`config.mk`:
```
export PLATFORM = sky130hd
export DESIGN_NAME = ram_xs3_p
export DESIGN_NICKNAME = d
export VERILOG_FILES = /design/src/rtl/ram_xs3_p_pkg.sv /design/src/rtl/ram_xs3_p_digit.sv /design/src/rtl/ram_xs3_p.sv
export SDC_FILE = /design/constraint.sdc
export NUM_CORES = 1
export LEC_CHECK = 0
export BUFFER_PORTS_ARGS = -buffer_cell sky130_fd_sc_hd__buf_2
export CORE_MARGIN = 2
export CORE_UTILIZATION = 60
export CTS_CLUSTER_SIZE = 30
export DETAILED_ROUTE_END_ITERATION = 10
export PLACE_DENSITY = 0.78
export SLEW_MARGIN = 5
export SYNTH_ARGS = -nofsm -noshare
export SYNTH_HDL_FRONTEND = slang
export SYNTH_HIERARCHICAL = 1
export SYNTH_SLANG_ARGS = --single-unit
```
`constraint.sdc`:
```
create_clock -name clk -period 2.5 [get_ports clk]
set_input_delay 0 -clock clk [delete_from_list [all_inputs] [get_ports clk]]
set_output_delay 0 -clock clk [all_outputs]
set_load 0.01 [all_outputs]
```
`src/rtl/ram_xs3_p_pkg.sv`:
```
// Shared constants and FSM encoding for the excess-3 word memory.
package ram_xs3_p_pkg;
  localparam int DIG_W = 4;
  localparam logic [3:0] XS3_OFF = 4'd3;
  localparam logic [3:0] BCD_MAX = 4'd9;

  typedef enum logic {
    ST_IDLE  = 1'b0,
    ST_CLEAR = 1'b1
  } state_e;
endpackage

```
`src/rtl/ram_xs3_p_digit.sv`:
```
// One BCD digit to excess-3: adds the offset and flags digits above 9.
module xs3_digit
  import ram_xs3_p_pkg::*;
(
  input  logic [DIG_W-1:0] bcd_i,
  output logic [DIG_W-1:0] xs3_o,
  output logic             bcd_ok_o
);
  always_comb begin
    xs3_o    = bcd_i + XS3_OFF;
    bcd_ok_o = (bcd_i <= BCD_MAX);
  end
endmodule

```
`src/rtl/ram_xs3_p.sv`:
```
// Single-port word memory storing BCD data as excess-3, with per-entry valid
// bits and a DEPTH-cycle clear sweep.
module ram_xs3_p
  import ram_xs3_p_pkg::*;
#(
  parameter int NDIG = 2,
  parameter int AW   = 4
) (
  input  logic                    clk,
  input  logic                    rst,
  input  logic                    cs,
  input  logic                    we,
  input  logic [AW-1:0]           addr,
  input  logic [DIG_W*NDIG-1:0]   din,
  input  logic                    clr,
  output logic [DIG_W*NDIG-1:0]   dout_xs3,
  output logic [DIG_W*NDIG-1:0]   dout_bcd,
  output logic                    rd_valid,
  output logic                    rd_hit,
  output logic                    wr_err,
  output logic                    busy
);
  localparam int DW    = DIG_W * NDIG;
  localparam int DEPTH = 2 ** AW;

  logic [DW-1:0]    mem_q [DEPTH];
  logic [DEPTH-1:0] vld_q, vld_d;
  state_e           state_q, state_d;
  logic [AW-1:0]    ptr_q, ptr_d;
  logic [DW-1:0]    dout_xs3_q, dout_xs3_d;
  logic [DW-1:0]    dout_bcd_q, dout_bcd_d;
  logic             rd_valid_q, rd_valid_d;
  logic             rd_hit_q, rd_hit_d;
  logic             wr_err_q, wr_err_d;

  logic [DW-1:0]    wr_word;
  logic [NDIG-1:0]  dig_ok;
  logic             mem_we;
  logic [AW-1:0]    mem_wa;
  logic [DW-1:0]    mem_wd;
  logic             rd_hit_w;
  logic [DW-1:0]    rd_word;
  logic [DW-1:0]    rd_bcd;

  for (genvar g = 0; g < NDIG; g++) begin : g_enc
    xs3_digit u_dig (
      .bcd_i    (din[g*DIG_W +: DIG_W]),
      .xs3_o    (wr_word[g*DIG_W +: DIG_W]),
      .bcd_ok_o (dig_ok[g])
    );
  end

  // Unwritten entries read as zero in both codings, so stale array data never leaks.
  always_comb begin
    rd_hit_w = vld_q[addr];
    rd_word  = rd_hit_w ? mem_q[addr] : '0;
    rd_bcd   = '0;
    if (rd_hit_w) begin
      for (int k = 0; k < NDIG; k++) begin
        rd_bcd[k*DIG_W +: DIG_W] = rd_word[k*DIG_W +: DIG_W] - XS3_OFF;
      end
    end
  end

  always_comb begin
    state_d    = state_q;
    ptr_d      = ptr_q;
    vld_d      = vld_q;
    dout_xs3_d = dout_xs3_q;
    dout_bcd_d = dout_bcd_q;
    rd_valid_d = 1'b0;
    rd_hit_d   = 1'b0;
    wr_err_d   = 1'b0;
    mem_we     = 1'b0;
    mem_wa     = addr;
    mem_wd     = wr_word;
    case (state_q)
      ST_IDLE: begin
        // A clear request wins over an access presented in the same cycle.
        if (clr) begin
          state_d = ST_CLEAR;
          ptr_d   = '0;
        end else if (cs && we) begin
          if (&dig_ok) begin
            mem_we      = 1'b1;
            vld_d[addr] = 1'b1;
          end else begin
            wr_err_d = 1'b1;
          end
        end else if (cs) begin
          rd_valid_d = 1'b1;
          rd_hit_d   = rd_hit_w;
          dout_xs3_d = rd_word;
          dout_bcd_d = rd_bcd;
        end
      end
      ST_CLEAR: begin
        mem_we       = 1'b1;
        mem_wa       = ptr_q;
        mem_wd       = '0;
        vld_d[ptr_q] = 1'b0;
        ptr_d        = ptr_q + AW'(1);
        if (&ptr_q) state_d = ST_IDLE;
      end
      default: state_d = ST_IDLE;
    endcase
  end

  always_ff @(posedge clk) begin
    if (rst) begin
      state_q    <= ST_IDLE;
      ptr_q      <= '0;
      vld_q      <= '0;
      dout_xs3_q <= '0;
      dout_bcd_q <= '0;
      rd_valid_q <= 1'b0;
      rd_hit_q   <= 1'b0;
      wr_err_q   <= 1'b0;
    end else begin
      state_q    <= state_d;
      ptr_q      <= ptr_d;
      vld_q      <= vld_d;
      dout_xs3_q <= dout_xs3_d;
      dout_bcd_q <= dout_bcd_d;
      rd_valid_q <= rd_valid_d;
      rd_hit_q   <= rd_hit_d;
      wr_err_q   <= wr_err_d;
    end
  end

  always_ff @(posedge clk) begin
    if (mem_we && !rst) mem_q[mem_wa] <= mem_wd;
  end

  assign dout_xs3 = dout_xs3_q;
  assign dout_bcd = dout_bcd_q;
  assign rd_valid = rd_valid_q;
  assign rd_hit   = rd_hit_q;
  assign wr_err   = wr_err_q;
  assign busy     = (state_q == ST_CLEAR);
endmodule

```
==> results.py <==
metrics = {
    "outcome": {
        "status": "finished, final reports clean",
    },
    "timing": {
        "drv_slew": 0,
        "worst_slack_ns": 0.326,
        "rsz0062_at_grt": "false",
        "clock_skew_ns": 0.00682,
        "hold_viol": 0,
        "min_period_ns": 2.17,
        "max_slew_margin_pct": 21.4,
        "timing.fmax_ghz": 0.460,
        "worstMarginPinSlew_ns": 1.18,
        "fin_tns_setup_ns": 0,
        "whs_ns": 0.0600,
        "setup_viol": 0,
        "finalCritPeriodShare_pct": 87.0,
    },
    "global_routing": {
        "grt_max_degree": 38,
        "grt_pass1_vias": 4148,
        "antenna_found_initial": 0,
        "grt_pass1_wl_um": 23300,
        "track_usage_pct": 25.5,
        "grt.overflow.total": 0,
    },
    "flow_run": {
        "drv_cap": 0,
    },
    "route": {
        "first_pass_iters": 5,
        "post_drt_wl_per_cell_um": 21.7,
        "wl_um": 14700,
        "ant_nets": 0,
        "drc": 0,
        "via_count": 4204,
        "drt_iter0_drc": 550,
        "viasPerCell": 6.21,
    },
    "synthesis": {
        "synth_edf_count": 128,
        "postSynthAreaPerCell_um2": 15.1,
        "seq_area_frac_synth_pct": 67.0,
        "syn-cell-area_mm2": 0.00693,
        "synth_cell_types": 38,
        "synthCells": 458,
        "ys.flop_type": "edfxtp_1",
        "synth_seq_cells": 168,
        "async_flop_share_pct": 0,
        "synth_nets": 485,
        "yosysWarnings": 6,
    },
    "clock_network": {
        "cts_resized": 0,
        "numCtsBuffers": 17,
        "insertion_delay_ns": 0.42,
        "clock_path_buffers": 2,
        "cts_tree": "done",
        "clkTransAtPathRegs_ns": 0.06,
        "postCtsHoldBufs": 4,
        "clkSinkCount": 168,
        "cts-root-buf": "clkbuf_16",
        "postCtsSetupBuffers": 0,
        "cts-htree-levels": 4,
    },
    "critical_path": {
        "crit_path_max_fanout": 4,
        "crit_type": "flip-flop to flip-flop",
        "worstPathArrival_ns": 2.46,
        "cp-end-kind": "flip-flop",
        "rr_startpoint": "mem_q[0][4]",
        "r2r_setup_slack_ns": 0.33,
        "r2r_end": "dout_bcd[5]",
        "start_kind": "flip-flop",
        "required_ns": 2.79,
        "reg2reg_depth": 8,
    },
    "power": {
        "p_seq_share_pct": 53.1,
        "powerDensity_mw_per_mm2": 723,
        "ir_drop_v": 0.000583,
        "pwr-share-clk_pct": 40.0,
        "p_switching_mw": 1.23,
        "switching_share_pct": 21.3,
        "p_int_mw": 4.54,
        "leakage_nw": 2.78,
        "combPwrFrac_pct": 6.9,
    },
    "die": {
        "die_x_um": 111,
        "die_y_um": 111,
        "core_mm2": 0.0113,
        "io-pin-count": 37,
        "initial_core_util_pct": 61.2,
        "die_area_mm2": 0.0124,
        "row_count": 39,
    },
    "place": {
        "hpwl_um": 9680,
        "place_ws_ns": 0.201,
        "port_buffers": 36,
        "place_congestion": 0.844,
        "post-place-cells": 642,
    },
    "hold_path": {
        "hold_start": "rst",
        "hold_depth": 2,
        "whs_endpoint": "ptr_q[1]",
        "min_path_type": "input pin to flip-flop",
    },
    "final_layout": {
        "layout_common_cells": "128 x edfxtp_1, 40 x dfxtp_1, 38 x mux4_2",
        "num_antenna_cells": 0,
        "post-route-util_pct": 70.5,
        "drive_above_1_share_pct": 25.1,
        "layoutNonFillerInstCount": 677,
        "final_common_cell": "edfxtp_1",
        "layout.nets": 549,
        "area_growth_pct": 15.2,
    },
}
## power by group through the flow
stage | registers, mW | logic (mW) | clock network (mW)
floorplan | 3.12 | 0.256 | 0
CTS | 3.06 | 0.400 | 2.35
global route | 3.06 | 0.434 | 2.45
detailed placement | 3.12 | 0.391 | 0
finish | 3.06 | 0.398 | 2.31
global placement | 3.12 | 0.377 | 0
## kinds of logic after synthesis
logic type               Yosys count  synth area share, %
XOR/XNOR                           8                 1.01
multiplexers                      43                 13.3
adder cells (fa/ha/maj)           10                 1.81
AND/OR/NAND/NOR                  119                 7.89
flip-flops                       168                 67.0
AO/OA/AOI/OAI                     73                 6.52
buffers and inverters             37                 2.44
## state kept, by name, indices dropped and copies added, names as in the netlist
name,flops
busy,1
mem_q,128
ptr_q,4
rd_hit,1
rd_valid,1
dout_xs3,8
dout_bcd,8
vld_q,16
wr_err,1
## through the flow
stage	power (mW)	instance area, um^2
3_3_place_gp	3.50	7420
5_1_grt	5.95	7980
4_1_cts	5.81	7980
6_report	5.77	7980
3_5_place_dp	3.51	7420
2_1_floorplan	3.38	6930
## layer usage
layer  part of all wire (%)  wire length, um  up-vias  track usage, %
li1                       -                -     1878               -
met2                     51             7430      208            41.5
met1                     39             5750     2088            33.8
met3                    7.8             1150       30            6.26
met4                    2.5              369        0            10.1
met5                      0                0        -               0
## how the worst max path moves through the flow
| stage | start | end | slack, ns | depth (start not counted) |
|---|---|---|---|---|
| floorplan | addr[1] | dout_bcd[5] | 0.52 | 10 |
| global placement | addr[0] | dout_bcd[1] | 0.29 | 11 |
| detailed placement | addr[0] | dout_bcd[5] | 0.20 | 10 |
| CTS | mem_q[0][4] | dout_bcd[5] | 0.32 | 8 |
| global route | mem_q[3][0] | dout_bcd[1] | 0.20 | 9 |
| finish | mem_q[0][4] | dout_bcd[5] | 0.33 | 8 |
## area by class of cell
cell class                      instances  area (um^2)
Timing Repair Buffer                   69          475
Sequential cell                       168         4640
Multi-Input combinational cell        253         2120
Clock inverter                         13         88.8
Inverter                               13         48.8
Fill cell                             731         3340
Clock buffer                           18          429
Tap cell                              143          179
## Yosys cell counts, types with 3 or more instances
cell type | n | area, um^2
a22o_1 | 11 | 96.3
mux2i_1 | 3 | 30.0
nor3b_1 | 4 | 30.0
nor3_1 | 9 | 45.0
dfxtp_1 | 40 | 801
nor2b_1 | 13 | 81.3
nand2_1 | 37 | 139
buf_4 | 3 | 22.5
buf_1 | 6 | 22.5
o21ai_0 | 22 | 110
a22oi_1 | 6 | 45.0
a21oi_1 | 23 | 115
clkbuf_1 | 10 | 37.5
nor2_1 | 35 | 131
a31oi_1 | 4 | 25.0
inv_1 | 13 | 48.8
mux4_2 | 38 | 856
edfxtp_1 | 128 | 3840
xnor2_1 | 6 | 52.6
ha_1 | 10 | 125
nand3_1 | 14 | 70.1
## worst max-delay path, cell delays in order, from the launching register on
cell and delay (ns):
edfxtp_1 0.37, mux4_2 0.47, a22oi_1 0.22, nand3_1 0.19
nor2b_1 0.18, ha_1 0.29, nor3b_1 0.14, a21oi_1 0.12
nor2_1 0.05
Note: power is estimated with default switching activity, not from simulation.
